### src/rtl/seq_gen_pkg.sv
// Shared types and default sizing for the serial sequence generator.
package seq_gen_pkg;

    typedef enum logic [1:0] {
        IDLE  = 2'd0,
        SHIFT = 2'd1,
        GAP   = 2'd2,
        DONE  = 2'd3
    } state_t;

    localparam int MAX_LEN_DEF = 8;
    localparam int LEN_W_DEF   = 4;
    localparam int RPT_W_DEF   = 3;

endpackage

### src/rtl/seq_gen_shreg.sv
// Pattern store: rotates left within the low sel+1 bits so that after len
// shifts the original pattern is back in place for the next repetition.
module seq_gen_shreg #(
    parameter int MAX_LEN = 8,
    parameter int LEN_W   = 4
) (
    input  logic               clk,
    input  logic               load,
    input  logic               shift,
    input  logic [MAX_LEN-1:0] pattern,
    input  logic [LEN_W-1:0]   sel,
    output logic               next_bit
);

    localparam logic [MAX_LEN-1:0] ONES = {MAX_LEN{1'b1}};
    localparam logic [MAX_LEN-1:0] ONE  = MAX_LEN'(1);

    logic [MAX_LEN-1:0] q;
    logic [MAX_LEN-1:0] mask;
    logic [MAX_LEN-1:0] pick;
    logic [MAX_LEN-1:0] rot;
    logic               cur;

    always_comb begin
        pick = ONE << sel;
        mask = ~((ONES << sel) << 1);
        cur  = |(q & pick);
        rot  = ({q[MAX_LEN-2:0], 1'b0} | {{(MAX_LEN-1){1'b0}}, cur}) & mask;
        // bit that sits at the selected MSB position after this edge
        next_bit = shift ? |(rot & pick) : cur;
    end

    always_ff @(posedge clk) begin
        if (load)
            q <= pattern;
        else if (shift)
            q <= rot;
    end

endmodule

### src/rtl/seq_gen.sv
// Serial bit-sequence generator, MSB-first, with optional repeats.
// Define SEQ_GEN_GAP_EN to insert one idle cycle between repetitions.
module seq_gen
    import seq_gen_pkg::*;
#(
    parameter int MAX_LEN = MAX_LEN_DEF,
    parameter int LEN_W   = LEN_W_DEF,
    parameter int RPT_W   = RPT_W_DEF
) (
    input  logic               clk,
    input  logic               rst,
    input  logic               start,
    input  logic [MAX_LEN-1:0] pattern,
    input  logic [LEN_W-1:0]   len,
    input  logic [RPT_W-1:0]   rpt,
    output logic               data_out,
    output logic               valid,
    output logic               busy,
    output logic               done
);

    localparam logic [MAX_LEN-1:0] ONE     = MAX_LEN'(1);
    localparam logic [LEN_W-1:0]   LEN_MAX = LEN_W'(MAX_LEN);

    state_t           state;
    logic [LEN_W-1:0] idx;
    logic [LEN_W-1:0] sel;
    logic [RPT_W-1:0] pass;
    logic [LEN_W-1:0] len_c;
    logic             load;
    logic             shift;
    logic             first;
    logic             next_bit;

    always_comb begin
        len_c = (len > LEN_MAX) ? LEN_MAX : len;
        load  = (state == IDLE) && start && (len_c != '0);
        shift = (state == SHIFT);
        first = |(pattern & (ONE << (len_c - LEN_W'(1))));
    end

    seq_gen_shreg #(
        .MAX_LEN (MAX_LEN),
        .LEN_W   (LEN_W)
    ) u_shreg (
        .clk      (clk),
        .load     (load),
        .shift    (shift),
        .pattern  (pattern),
        .sel      (sel),
        .next_bit (next_bit)
    );

    always_ff @(posedge clk) begin
        if (!rst) begin
            state    <= IDLE;
            idx      <= '0;
            sel      <= '0;
            pass     <= '0;
            data_out <= 1'b0;
            valid    <= 1'b0;
            busy     <= 1'b0;
            done     <= 1'b0;
        end else begin
            case (state)
                IDLE: begin
                    done <= 1'b0;
                    if (start) begin
                        pass <= rpt;
                        if (len_c == '0) begin
                            state <= DONE;
                            done  <= 1'b1;
                        end else begin
                            state    <= SHIFT;
                            idx      <= len_c - LEN_W'(1);
                            sel      <= len_c - LEN_W'(1);
                            valid    <= 1'b1;
                            busy     <= 1'b1;
                            data_out <= first;
                        end
                    end
                end
                SHIFT: begin
                    if (idx != '0) begin
                        idx      <= idx - LEN_W'(1);
                        data_out <= next_bit;
                    end else if (pass != '0) begin
                        pass <= pass - RPT_W'(1);
                        idx  <= sel;
`ifdef SEQ_GEN_GAP_EN
                        state    <= GAP;
                        valid    <= 1'b0;
                        data_out <= 1'b0;
`else
                        data_out <= next_bit;
`endif
                    end else begin
                        state    <= DONE;
                        valid    <= 1'b0;
                        data_out <= 1'b0;
                        busy     <= 1'b0;
                        done     <= 1'b1;
                    end
                end
`ifdef SEQ_GEN_GAP_EN
                GAP: begin
                    state    <= SHIFT;
                    valid    <= 1'b1;
                    data_out <= next_bit;
                end
`endif
                DONE: begin
                    done  <= 1'b0;
                    state <= IDLE;
                end
                default: state <= IDLE;
            endcase
        end
    end

endmodule

### config.mk
export PLATFORM = sky130hd
export DESIGN_NAME = seq_gen
export DESIGN_NICKNAME = d
export VERILOG_FILES = /design/src/rtl/seq_gen_pkg.sv /design/src/rtl/seq_gen_shreg.sv /design/src/rtl/seq_gen.sv
export SDC_FILE = /design/constraint.sdc
export NUM_CORES = 1
export LEC_CHECK = 0
export ABC_AREA = 1
export CORE_MARGIN = 8
export CORE_UTILIZATION = 60
export DETAILED_ROUTE_END_ITERATION = 8
export PLACE_DENSITY = 0.85
export SYNTH_ARGS = -nofsm -noshare
export SYNTH_HDL_FRONTEND = slang
export SYNTH_HIERARCHICAL = 1
export SYNTH_SLANG_ARGS = --single-unit
### constraint.sdc
create_clock -name clk -period 5.5 [get_ports clk]
set_input_delay 1.375 -clock clk [delete_from_list [all_inputs] [get_ports clk]]
set_output_delay 1.375 -clock clk [all_outputs]
set_load 0.03 [all_outputs]
==> reports/metrics.csv <==
stage,metric,value,unit
run_status,outcome,"complete, no violations",
sta,worstMarginPinSlew,477,ps
sta,setup_slack,2180,ps
setup_path,endpoint_kind,flop,
yosys,syn_area,1790,um^2
sta,setup_viol,0,
yosys,ys_seq_area_share,31.3,%
clock_network,path_clk_slew,140,ps
setup_path,crit_fanout,20,
sta,tns,0,ps
sta,timing.fmax,301,MHz
clock_network,clock_sinks,24,
clock_network,root_buffer,clkbuf_4,
yosys,synth.distinct_cells,34,
sta,finalHoldViolCount,0,
yosys,synth_edf_count,8,
routing,totalWireLength,3970,um
yosys,ys_warn_count,6,
hold_path,hold_class,reg -> reg,
setup_path,critPathMaxStageDelay,570,ps
flow_run,cap_violations,0,
floorplan,core,2950,um^2
global_routing,antenna_found_initial,0,
layout,drive_gt1_share,14.1,%
layout,fillerInstances,265,
yosys,synthFlopType,dfxtp_1,
setup_path,crit_arrival,3400,ps
floorplan,boundaryPins,22,
power_and_ir_drop,p_leak,0.000917,uW
layout,antenna_cells,0,
floorplan,fp.dieArea,4990,um^2
placed_design,place_inst,306,
yosys,ys_ff_latch,24,
routing,drt-wirelength-per-cell,12.8,um
sta,period_share,60.4,%
global_routing,grt_pass1_wl,6670,um
placed_design,port-buffer-count,21,
global_routing,grt_pass1_vias,1614,
yosys,async_flop_share,0,%
sta,rsz0062_at_grt,no,
global_routing,gr-usage-all-layers,16.1,%
setup_path,crit_buf_inv,3,
floorplan,die_y,70.6,um
layout,final_area,2050,um^2
setup_path,start_kind,input port,
clock_network,cts_inserted_buffers,3,
floorplan,rows,20,
setup_path,cp_top_family,simple AND/OR/NAND/NOR gates,
routing,via_per_inst,5.38,
placed_design,routabilityCongestion,0.856,
placed_design,dp_slack,1830,ps
clock_network,postCtsHoldBufs,0,
clock_network,h-tree-depth,1,
clock_network,clkLatencyLatePin,320,ps
setup_path,crit_path_top_delay_cell,clkdlybuf4s50_1,
clock_network,cts_resized,0,
sta,min_period,3320,ps
placed_design,post_dp_cell_area,2000,um^2
layout,finish.utilization,69.4,%
global_routing,grt-ovfl-total,0,
setup_path,crit_required,5580,ps
setup_path,worstSetupPathType,in -> reg,
routing,drc_errors,0,
setup_path,cpMostUsedCell,nand2_2,
routing,postRouteAntennaNets,0,
layout,fin_nets,302,
sta,max-slew-margin-rel,68.1,%
clock_network,cts_buffer_depth,2,
setup_path,path_cells,clkdlybuf4s50_1 -> inv_2 -> nand2_2 -> ha_1 -> inv_1 -> nor3_4 -> nand2_2 -> nand2_4 -> nor2_8 -> or2_2,
yosys,synth_nets,282,
global_routing,grt_max_degree,21,
floorplan,dieWidth,70.6,um
yosys,avgSynthCellArea,6.93,um^2
power_and_ir_drop,p_per_area,294,nW/um^2
sta,maxSlewViolCount,0,
routing,vias,1669,
layout,area_growth_syn_to_layout,14.6,%
routing,first_pass_iters,4,
routing,drt_iter0_drc,115,
power_and_ir_drop,ir_drop,213,uV
sta,skew,9.07,ps
floorplan,start_util,60.6,%
clock_network,cts_tree,built,
placed_design,hpwl,3160,um
clock_network,post_cts_buffers,0,
yosys,synthesis.instances,258,
layout,fin_cells,310,
-- through the flow --
stage / hold slack (ps) / power, uW
2_1_floorplan: 457 / 417
4_1_cts: 503 / 604
5_1_grt: 525 / 641
3_5_place_dp: 474 / 478
3_3_place_gp: 477 / 473
6_report: 506 / 602
-- area by class of cell --
type / count / area, um^2 / share of cell area [%]
clock buffer: 3 / 22.5 / 1.10
clock inverter: 1 / 30.0 / 1.46
inverter: 31 / 124 / 6.04
multi-input combinational: 197 / 1060 / 51.8
sequential: 24 / 561 / 27.3
tap: 33 / 41.3 / 2.01
timing repair buffer: 21 / 210 / 10.3
-- cells in the mapped netlist (6+ instances only) --
cell	count	area, um^2
a21oi_1	9	45.0
dfxtp_1	16	320
edfxtp_1	8	240
ha_1	6	75.1
inv_1	24	90.1
nand2_1	63	236
nand2_2	7	43.8
nand3_1	24	120
nand4_1	8	50.1
nor2_1	30	113
o21ai_0	12	60.1
o21ai_1	14	70.1
-- power by group --
group	internal (uW)	total [uW]	switching (uW)
Combinational	83.8	229	145
Clock	73.7	127	53.6
Sequential	217	246	28.4
-- path summary, 6_finish.rpt --
kind           from           end  slack, ps  cells after the start
max reg2reg  sel[2]      data_out       3780                     12
min reg2reg    done          done        510                      2
min            done          done        510                      2
max          len[3]  u_shreg/q[5]       2180                     10
-- per-layer routing --
metal / part of all wire (%) / routed length, um / global-route usage [%] / vias up
met5: 0 / 0 / 0 / -
li1: - / - / - / 883
met4: 1.9 / 75 / 6.00 / 0
met2: 48 / 1910 / 29.1 / 38
met3: 3.5 / 141 / 2.68 / 8
met1: 46 / 1850 / 18.5 / 740
-- worst reg2reg max path, cell delays in order (launching register included) --
cell	delay [ps]
dfxtp_1	500
inv_1	150
nor2_4	180
nand4_1	100
nand2_1	80
nor2_1	40
nand2_1	100
nand2_1	70
nand2_1	100
nand3_1	90
nand2_1	90
inv_1	40
a21oi_1	130
-- cells by family (layout without fill, tap and decap cells) --
logic type	Yosys count	in the layout	share of synthesized area (%)
AOI/OAI and AO/OA	39	39	11.9
xor gates and xnor gates	1	1	0.490
DFF	24	24	31.3
adders and majority gates	6	6	4.20
buffers and inverters	37	56	9.30
and+or+nand+nor	151	151	42.8
-- state kept, by name, summed over array words and instances (netlist names) --
register   flops
busy           1
data_out       1
state          2
done           1
u_shreg/q      8
pass           3
idx            4
sel            4
-- layout by cell type (no fill, tap or decap), types with 2 or more instances in the layout --
master	synthesis	routed
clkbuf_4	0	3
nand2_2	7	7
clkdlybuf4s50_1	0	21
nor2_4	5	5
nand3_4	2	2
ha_1	6	6
dfxtp_1	16	16
o21ai_0	12	12
o21ai_1	14	14
edfxtp_1	8	8
a21oi_1	9	9
inv_1	24	24
nand2_1	63	63
nand4_1	8	8
nor2_1	30	30
nand2_4	2	2
inv_2	5	5
nor2_2	5	5
nand3_1	24	24
(Power assumes the default switching activity.)
